===== src/rtl/muldiv_pkg.sv =====
// Shared state encoding and default sizing for the EX-stage multiply/divide sequencer.
package muldiv_pkg;

    localparam int W_DEFAULT       = 32;
    localparam int TIMEOUT_DEFAULT = 64;

    typedef enum logic {
        ST_IDLE = 1'b0,
        ST_RUN  = 1'b1
    } state_e;

    // Counter width for a watchdog that must count TIMEOUT cycles (0 .. TIMEOUT-1).
    function automatic int cnt_width(input int timeout);
        return (timeout < 2) ? 1 : $clog2(timeout);
    endfunction

endpackage


===== src/rtl/muldiv_ctrl_hilo_regfile.sv =====
// Architectural HI/LO registers with MTHI/MTLO write select, result commit and done-cycle read bypass.
module hilo_regfile
    import muldiv_pkg::*;
#(
    parameter int W = W_DEFAULT
) (
    input  logic         clk,
    input  logic         rst,
    input  logic         wr_en,
    input  logic         wr_sel,
    input  logic [W-1:0] wr_data,
    input  logic         res_en,
    input  logic [W-1:0] res_hi,
    input  logic [W-1:0] res_lo,
    input  logic         byp_en,
    input  logic         rd_sel,
    output logic [W-1:0] rd_data
);

    logic [W-1:0] hi_q;
    logic [W-1:0] hi_d;
    logic [W-1:0] lo_q;
    logic [W-1:0] lo_d;

    // A unit result and an MTHI/MTLO never coincide upstream; the result takes priority regardless.
    always_comb begin
        hi_d = hi_q;
        lo_d = lo_q;
        if (res_en) begin
            hi_d = res_hi;
            lo_d = res_lo;
        end else if (wr_en) begin
            if (wr_sel) begin
                lo_d = wr_data;
            end else begin
                hi_d = wr_data;
            end
        end
    end

    always_ff @(posedge clk or negedge rst) begin
        if (!rst) begin
            hi_q <= '0;
            lo_q <= '0;
        end else begin
            hi_q <= hi_d;
            lo_q <= lo_d;
        end
    end

    // On the done cycle the result is not yet in hi_q/lo_q, so forward it straight from the unit.
    always_comb begin
        rd_data = rd_sel ? lo_q : hi_q;
        if (byp_en) begin
            rd_data = rd_sel ? res_lo : res_hi;
        end
    end

endmodule


===== src/rtl/muldiv_ctrl.sv =====
// EX-stage multiply/divide sequencer: issues operands to the iterative unit, watches for completion
// or watchdog expiry, commits HI/LO and raises stall requests while a result is outstanding.
module muldiv_ctrl
    import muldiv_pkg::*;
#(
    parameter int W       = W_DEFAULT,
    parameter int TIMEOUT = TIMEOUT_DEFAULT
) (
    input  logic         clk,
    input  logic         rst,
    input  logic         start_e,
    input  logic         mul0_div1_e,
    input  logic         flush_e,
    input  logic [W-1:0] op_a,
    input  logic [W-1:0] op_b,
    input  logic         hilo_rd_e,
    input  logic         hilo_wr_e,
    input  logic         hi0_lo1_e,
    input  logic [W-1:0] wr_data,
    output logic         unit_start,
    output logic         unit_div,
    output logic [W-1:0] unit_a,
    output logic [W-1:0] unit_b,
    input  logic         unit_done,
    input  logic [W-1:0] unit_hi,
    input  logic [W-1:0] unit_lo,
    output logic [W-1:0] hilo_rd_data,
    output logic         stall_e,
    output logic         busy,
    output logic         div_zero,
    output logic         timeout_err
);

    localparam int               CNT_W    = cnt_width(TIMEOUT);
    localparam logic [CNT_W-1:0] CNT_LAST = CNT_W'(TIMEOUT - 1);

    state_e           state_q;
    state_e           state_d;
    logic [CNT_W-1:0] cnt_q;
    logic [CNT_W-1:0] cnt_d;
    logic             unit_start_q;
    logic             unit_start_d;
    logic             unit_div_q;
    logic             unit_div_d;
    logic [W-1:0]     unit_a_q;
    logic [W-1:0]     unit_a_d;
    logic [W-1:0]     unit_b_q;
    logic [W-1:0]     unit_b_d;
    logic             div_zero_q;
    logic             div_zero_d;
    logic             timeout_err_q;
    logic             timeout_err_d;

    logic in_idle;
    logic in_run;
    logic accept;
    logic div_by_zero;
    logic launch;
    logic hilo_wr_ok;
    logic result_wr;
    logic abort;

    // Acceptance only happens in IDLE; once RUN is entered the op is committed and flush_e is ignored.
    always_comb begin
        in_idle     = (state_q == ST_IDLE);
        in_run      = (state_q == ST_RUN);
        accept      = in_idle & start_e & ~flush_e;
        div_by_zero = accept & mul0_div1_e & (op_b == '0);
        launch      = accept & ~div_by_zero;
        hilo_wr_ok  = in_idle & hilo_wr_e & ~flush_e & ~start_e;
        result_wr   = in_run & unit_done;
        abort       = in_run & ~unit_done & (cnt_q == CNT_LAST);
    end

    always_comb begin
        state_d       = state_q;
        cnt_d         = cnt_q;
        unit_start_d  = 1'b0;
        unit_div_d    = unit_div_q;
        unit_a_d      = unit_a_q;
        unit_b_d      = unit_b_q;
        div_zero_d    = 1'b0;
        timeout_err_d = timeout_err_q;
        case (state_q)
            ST_IDLE: begin
                div_zero_d = div_by_zero;
                if (launch) begin
                    state_d      = ST_RUN;
                    cnt_d        = '0;
                    unit_start_d = 1'b1;
                    unit_div_d   = mul0_div1_e;
                    unit_a_d     = op_a;
                    unit_b_d     = op_b;
                end
            end
            ST_RUN: begin
                cnt_d = cnt_q + 1'b1;
                if (result_wr) begin
                    state_d = ST_IDLE;
                end else if (abort) begin
                    state_d       = ST_IDLE;
                    timeout_err_d = 1'b1;
                end
            end
            default: begin
                state_d = ST_IDLE;
            end
        endcase
    end

    always_ff @(posedge clk or negedge rst) begin
        if (!rst) begin
            state_q       <= ST_IDLE;
            cnt_q         <= '0;
            unit_start_q  <= 1'b0;
            unit_div_q    <= 1'b0;
            unit_a_q      <= '0;
            unit_b_q      <= '0;
            div_zero_q    <= 1'b0;
            timeout_err_q <= 1'b0;
        end else begin
            state_q       <= state_d;
            cnt_q         <= cnt_d;
            unit_start_q  <= unit_start_d;
            unit_div_q    <= unit_div_d;
            unit_a_q      <= unit_a_d;
            unit_b_q      <= unit_b_d;
            div_zero_q    <= div_zero_d;
            timeout_err_q <= timeout_err_d;
        end
    end

    // A read on the done cycle is served by the bypass, so it alone never stalls.
    always_comb begin
        stall_e = in_run & (start_e | hilo_wr_e | (hilo_rd_e & ~unit_done));
    end

    assign busy        = in_run;
    assign unit_start  = unit_start_q;
    assign unit_div    = unit_div_q;
    assign unit_a      = unit_a_q;
    assign unit_b      = unit_b_q;
    assign div_zero    = div_zero_q;
    assign timeout_err = timeout_err_q;

    hilo_regfile #(
        .W (W)
    ) u_hilo (
        .clk     (clk),
        .rst     (rst),
        .wr_en   (hilo_wr_ok),
        .wr_sel  (hi0_lo1_e),
        .wr_data (wr_data),
        .res_en  (result_wr),
        .res_hi  (unit_hi),
        .res_lo  (unit_lo),
        .byp_en  (result_wr),
        .rd_sel  (hi0_lo1_e),
        .rd_data (hilo_rd_data)
    );

endmodule


===== config.mk =====
export PLATFORM = sky130hd
export DESIGN_NAME = muldiv_ctrl
export DESIGN_NICKNAME = d
export VERILOG_FILES = /design/src/rtl/muldiv_pkg.sv /design/src/rtl/muldiv_ctrl_hilo_regfile.sv /design/src/rtl/muldiv_ctrl.sv
export SDC_FILE = /design/constraint.sdc
export NUM_CORES = 1
export LEC_CHECK = 0
export CAP_MARGIN = 20
export CELL_PAD_IN_SITES_DETAIL_PLACEMENT = 1
export CELL_PAD_IN_SITES_GLOBAL_PLACEMENT = 1
export CORE_AREA = 2 2 152 139
export DETAILED_ROUTE_END_ITERATION = 6
export DIE_AREA = 0 0 154 141
export PLACE_DENSITY = 0.8
export SYNTH_ARGS = -nofsm -noshare
export SYNTH_HDL_FRONTEND = slang
export SYNTH_SLANG_ARGS = --single-unit

===== constraint.sdc =====
create_clock -name clk -period 2.5 [get_ports clk]
set_input_delay 0.5 -clock clk [delete_from_list [all_inputs] [get_ports clk]]
set_output_delay 0.5 -clock clk [all_outputs]
set_load 0.02 [all_outputs]

==> impl_metrics.env, run 1 <==
export IMPL_status="finished, final reports clean"
export IMPL_gr_total_overflow=0
export IMPL_power_mw=8.20
export IMPL_cap_violations=0
export IMPL_r2r_start="busy$_DFF_PN0_"
export IMPL_grt_total_usage=0.202
export IMPL_fillers=2064
export IMPL_max_slew_margin=0.402
export IMPL_ios=271
export IMPL_yosys_register_bits=139
export IMPL_synth_compound_area_share=0.0758
export IMPL_hpwlAfterDp_mm=16.5
export IMPL_skew_ns=0.00912
export IMPL_regToRegEndpoint="unit_b[13]$_DFFE_PN0P_"
export IMPL_holdWs_ns=0.0810
export IMPL_criticalPathCategory="in -> out"
export IMPL_numCtsBuffers=17
export IMPL_clk_latency_ns=0.41
export IMPL_num_antenna_cells=0
export IMPL_final_util=0.514
export IMPL_initial_core_util=0.323
export IMPL_pre_cts_ws_ns=-0.438
export IMPL_synth_top_area_share=0.529
export IMPL_place_congestion=0.837
export IMPL_synth_xor_area_frac=0.00400
export IMPL_final_antenna_net_count=0
export IMPL_clock_sinks=139
export IMPL_antenna_found_initial=0
export IMPL_grt_first_pass_wirelength_mm=33.9
export IMPL_routedWlPerCell_um=20.3
export IMPL_yosys_top_cells_area="dfrtp_1 (53%), mux4_2 (11%), mux2i_1 (9.9%)"
export IMPL_synth_cells=511
export IMPL_grt_max_degree=140
export IMPL_synthTopCellsByCount="dfrtp_1 (139), mux2i_1 (65), mux2_2 (49)"
export IMPL_fin_crit_ns=2.42
export IMPL_rows=50
export IMPL_dieWidth_um=154
export IMPL_holdCritPathClass="in -> async"
export IMPL_synthSimpleGateAreaFrac=0.0664
export IMPL_cp_required_ns=2.00
export IMPL_fp_dieH_um=141
export IMPL_avgSynthCellArea_um2=12.9
export IMPL_rsz0062_at_grt="false"
export IMPL_startpoint_type="input pin"
export IMPL_synth_edff_count=0
export IMPL_finalMaxSlewViolations=0
export IMPL_ys_types=34
export IMPL_yosys_mux_area_fraction=0.298
export IMPL_clk_path_buf_depth=2
export IMPL_via_per_inst=5.07
export IMPL_synthAdderAreaFrac=0.00190
export IMPL_htree_levels=4
export IMPL_tightest_slew_ns=0.897
export IMPL_min_period_over_period=0.967
export IMPL_drc=0
export IMPL_clockRootBuffer="clkbuf_16"
export IMPL_worstSetupStartpoint="hi0_lo1_e"
export IMPL_synth_area_mm2=0.00657
export IMPL_cts_tree="built"
export IMPL_synth_warnings=0
export IMPL_port_buffers=270
export IMPL_powerDensity_mw_per_mm2=785
export IMPL_synth_ff_type="dfrtp_1"
export IMPL_hold_viol_final=0
export IMPL_critPathCaptureType="primary output"
export IMPL_drt_iter0_markers=184
export IMPL_r2r_slack_ns=0.27
export IMPL_core_area_mm2=0.0203
export IMPL_dieArea_mm2=0.0217
export IMPL_p_leak_nw=4.68
export IMPL_setup_viol=0
export IMPL_worstPathArrival_ns=1.92
export IMPL_clkSlewWorstSetupHoldPaths_ns=0.06
export IMPL_finalWorstSetupSlack_ns=0.0822
export IMPL_postSynth_asyncResetShare=1.00
export IMPL_num_vias=5510
export IMPL_drt_wl_total_mm=22.0
export IMPL_synth_fp_nets=681
export IMPL_endpoint="hilo_rd_data[19]"
export IMPL_max_clock_freq_mhz=414
export IMPL_synth_top_family_by_area="multiplexers"
export IMPL_drt_pass1_iterations=4
export IMPL_final_layout_size_suffix_gt1_frac=0.243
export IMPL_yosysMostFrequentCell="dfrtp_1"
export IMPL_area_growth_pct=58.9
export IMPL_worstPathMaxFanout=5
export IMPL_ys_seq_area_frac=0.529
export IMPL_ir_drop_uv=438
export IMPL_yosysTopAreaCell="dfrtp_1"
export IMPL_nets=984
export IMPL_reg2reg_depth=6
export IMPL_grt_pass1_vias=6206
==> state kept, by name, indices dropped and copies added (netlist names) <==
| register | cells |
|---|---|
| u_hilo.lo_q | 32 |
| unit_div | 1 |
| unit_b | 32 |
| cnt_q | 6 |
| busy | 1 |
| div_zero | 1 |
| timeout_err | 1 |
| unit_a | 32 |
| u_hilo.hi_q | 32 |
| unit_start | 1 |
==> per-layer routing <==
metal | track usage | share of wire
met4 | 0.0639 | 0.019
met1 | 0.242 | 0.42
met2 | 0.345 | 0.49
met5 | 0 | 0
met3 | 0.0649 | 0.078
==> layout by cell type (no fill, tap or decap), types with 5 or more instances in the layout <==
cell type        count
mux4_2              32
clkinvlp_4           5
o21ai_0             33
inv_6                6
buf_2               17
nor2_1              39
mux2_2              49
nand2_1             35
clkbuf_16           18
a21oi_1             33
buf_12               6
a22o_1              13
clkdlybuf4s15_2     10
dfrtp_1            139
nor4_1               6
clkdlybuf4s50_1    234
buf_4               38
mux2i_1             65
==> final cells by class <==
class	count	area [um^2]	area share
multi-input cells	335	2950	0.282
well taps	260	325	0.0312
clock buffers	19	443	0.0424
clock inverters	13	108	0.0103
repair buffers	319	3130	0.300
flip-flops and latches	139	3480	0.333
inverters	2	10.0	0.000959
==> how the worst min path moves through the flow <==
| stage | to | slack (ns) | depth (start not counted) |
|---|---|---|---|
| floorplan | busy$_DFF_PN0_ | 0.20 | 0 |
| global placement | u_hilo.lo_q[29]$_DFFE_PN0P_ | 0.46 | 2 |
| detailed placement | timeout_err$_DFFE_PN0P_ | 0.47 | 1 |
| CTS | u_hilo.lo_q[7]$_DFFE_PN0P_ | 0.22 | 2 |
| global route | u_hilo.hi_q[5]$_DFFE_PN0P_ | 0.22 | 2 |
| finish | u_hilo.hi_q[2]$_DFFE_PN0P_ | 0.08 | 2 |
==> worst max-delay path, cell delays in order <==
cell and delay [ns]:
dlygate4sd2_1 0.28, inv_4 0.15, bufbuf_16 0.30, mux4_2 0.50, buf_2 0.18
==> stage by stage <==
step | setup TNS (ns) | cells | area [um^2]
final | 0 | 1087 | 10400
after global routing | 0 | 1087 | 10400
after CTS | -0.0352 | 1084 | 10400
after detailed placement | -22.68 | 1049 | 9860
after global placement | -16.58 | 1049 | 9860
after floorplan | 0 | 511 | 6570
==> logic make-up (layout without fill, tap and decap cells) <==
| group | after synthesis | count (layout) |
|---|---|---|
| muxes | 149 | 149 |
| DFF | 139 | 139 |
| and+or+nand+nor | 98 | 98 |
| AOI/OAI and AO/OA | 84 | 84 |
| buffers and inverters | 37 | 353 |
| xor gates and xnor gates | 3 | 3 |
| adders and majority gates | 1 | 1 |
==> power by group <==
part	total [mW]	switching (mW)	leakage (nW)	internal, mW
sequential	3.12	0.342	1.66	2.78
combinational	2.72	1.30	2.77	1.42
clock	2.36	1.04	0.254	1.32
==> what timing repair did <==
action                                  4_1_cts  5_1_grt
resized for setup                           112        8
hold buffers                                  0        0
setup buffers                                 1        2
hold endpoints to repair                      0        0
pin swaps                                     1        1
endpoints found under the setup margin       33       13
gates cloned                                  2        1
Note: power is estimated with default switching activity, not from simulation.
==> run 2: changes to the inputs <==
--- a/config.mk
+++ b/config.mk
@@ -12,6 +12,7 @@
 export DETAILED_ROUTE_END_ITERATION = 6
 export DIE_AREA = 0 0 154 141
 export PLACE_DENSITY = 0.8
+export REMOVE_ABC_BUFFERS = 1
 export SYNTH_ARGS = -nofsm -noshare
 export SYNTH_HDL_FRONTEND = slang
 export SYNTH_SLANG_ARGS = --single-unit
==> impl_metrics.env, run 2 (synthesized netlist as in run 1, its figures left out) <==
export IMPL_status="finished, final reports clean"
export IMPL_grt_max_degree=58
export IMPL_nets=982
export IMPL_critPathCaptureType="primary output"
export IMPL_max_slew_margin=0.677
export IMPL_ios=271
export IMPL_layout_common_cells="clkdlybuf4s50_1 (234), dfrtp_1 (139), mux2i_1 (65)"
export IMPL_hpwlAfterDp_mm=15.7
export IMPL_num_antenna_cells=0
export IMPL_final_common_cell="clkdlybuf4s50_1"
export IMPL_clk_path_buf_depth=2
export IMPL_dieWidth_um=154
export IMPL_htree_levels=4
export IMPL_regToRegEndpoint="u_hilo.lo_q[19]$_DFFE_PN0P_"
export IMPL_worstPathMaxFanout=7
export IMPL_hold_buffers=0
export IMPL_drt_wl_total_mm=21.1
export IMPL_port_buffers=270
export IMPL_path_cells="dlygate4sd2_1 > inv_4 > buf_12 > clkbuf_16 > mux4_2 > clkdlybuf4s15_2"
export IMPL_grt_total_usage=0.195
export IMPL_clkSlewWorstSetupHoldPaths_ns=0.06
export IMPL_ir_drop_uv=464
export IMPL_startpoint_type="input pin"
export IMPL_final_util=0.516
export IMPL_cp_required_ns=2.00
export IMPL_num_vias=5346
export IMPL_reg2reg_depth=5
export IMPL_skew_ns=0.00793
export IMPL_clock_sinks=139
export IMPL_setup_viol=0
export IMPL_hold_viol_final=0
export IMPL_cpMaxStageDelayCell="mux4_2"
export IMPL_path_buf_inv=5
export IMPL_grt_pass1_vias=6190
export IMPL_fp_dieH_um=141
export IMPL_min_period_over_period=0.971
export IMPL_powerDensity_mw_per_mm2=804
export IMPL_antenna_found_initial=0
export IMPL_dp_cells=1048
export IMPL_via_per_inst=4.93
export IMPL_finalMaxSlewViolations=0
export IMPL_holdCritPathClass="in -> async"
export IMPL_clk_latency_ns=0.41
export IMPL_numCtsBuffers=17
export IMPL_p_leak_nw=4.69
export IMPL_r2r_start="busy$_DFF_PN0_"
export IMPL_drc=0
export IMPL_gr_total_overflow=0
export IMPL_area_growth_pct=59.7
export IMPL_final_layout_size_suffix_gt1_frac=0.239
export IMPL_drt_iter0_markers=125
export IMPL_final_antenna_net_count=0
export IMPL_routedWlPerCell_um=19.4
export IMPL_initial_core_util=0.323
export IMPL_clockRootBuffer="clkbuf_16"
export IMPL_max_stage_delay_ns=0.49
export IMPL_grt_first_pass_wirelength_mm=33.4
export IMPL_cap_violations=0
export IMPL_cts_tree="built"
export IMPL_rsz0062_at_grt="false"
export IMPL_final_cells=1084
export IMPL_max_clock_freq_mhz=412
export IMPL_worstPathArrival_ns=1.93
export IMPL_holdWs_ns=0.0202
export IMPL_crit_family="buffers and inverters"
export IMPL_criticalPathCategory="in -> out"
export IMPL_fin_crit_ns=2.43
export IMPL_core_area_mm2=0.0203
export IMPL_dieArea_mm2=0.0217
export IMPL_place_congestion=0.806
export IMPL_rows=50
export IMPL_drt_pass1_iterations=4
export IMPL_r2r_slack_ns=0.24
export IMPL_tightest_slew_ns=0.485
## run 2: power by group
| part | leakage, nW | internal (mW) | switching [mW] |
|---|---|---|---|
| sequential | 1.66 | 2.78 | 0.327 |
| combinational | 2.75 | 1.42 | 1.28 |
| clock | 0.287 | 1.59 | 1.04 |
## run 2: how the worst max path moves through the flow
stage / endpoint / slack, ns / from / cells after the start
after detailed placement: hilo_rd_data[0] / -0.46 / hi0_lo1_e / 5
after CTS: hilo_rd_data[30] / 0.01 / unit_done / 4
final: hilo_rd_data[7] / 0.07 / hi0_lo1_e / 6
after global routing: hilo_rd_data[15] / 0.02 / hi0_lo1_e / 6
after global placement: hilo_rd_data[6] / -0.39 / hi0_lo1_e / 5
after floorplan: u_hilo.hi_q[0]$_DFFE_PN0P_ / -2.95 / busy$_DFF_PN0_ / 4
## run 2: final cells by class
type	count	area, um^2
clock buffers	17	425
clock inverters	14	186
fillers	2111	9840
inverters	2	10.0
multi-input cells	335	2950
flip-flops and latches	139	3480
well taps	260	325
repair buffers	317	3120
## run 2: per-stage QoR
stage	TNS (ns)	power, mW	instance area, um^2	setup slack, ns
4_1_cts	0	8.59	10600	0.0106
6_report	0	8.44	10500	0.0715
2_1_floorplan	-278.10	4.45	6420	-2.95
3_3_place_gp	-20.20	5.81	9850	-0.389
5_1_grt	0	8.85	10500	0.0250
3_5_place_dp	-26.22	5.95	9850	-0.461
## run 2: what timing repair did
item                       in CTS  in global routing
buffers inserted                2                  0
resized for setup              96                 21
pin swaps                       0                  0
setup endpoints to repair      33                 29
gates cloned                    2                  1
## run 2: routing by layer
metal,part of all wire,global-route usage,vias to the layer above
met5,0,0,-
met3,0.085,0.0707,20
met1,0.39,0.227,2659
met4,0.013,0.0571,0
met2,0.51,0.340,194
li1,-,-,2473
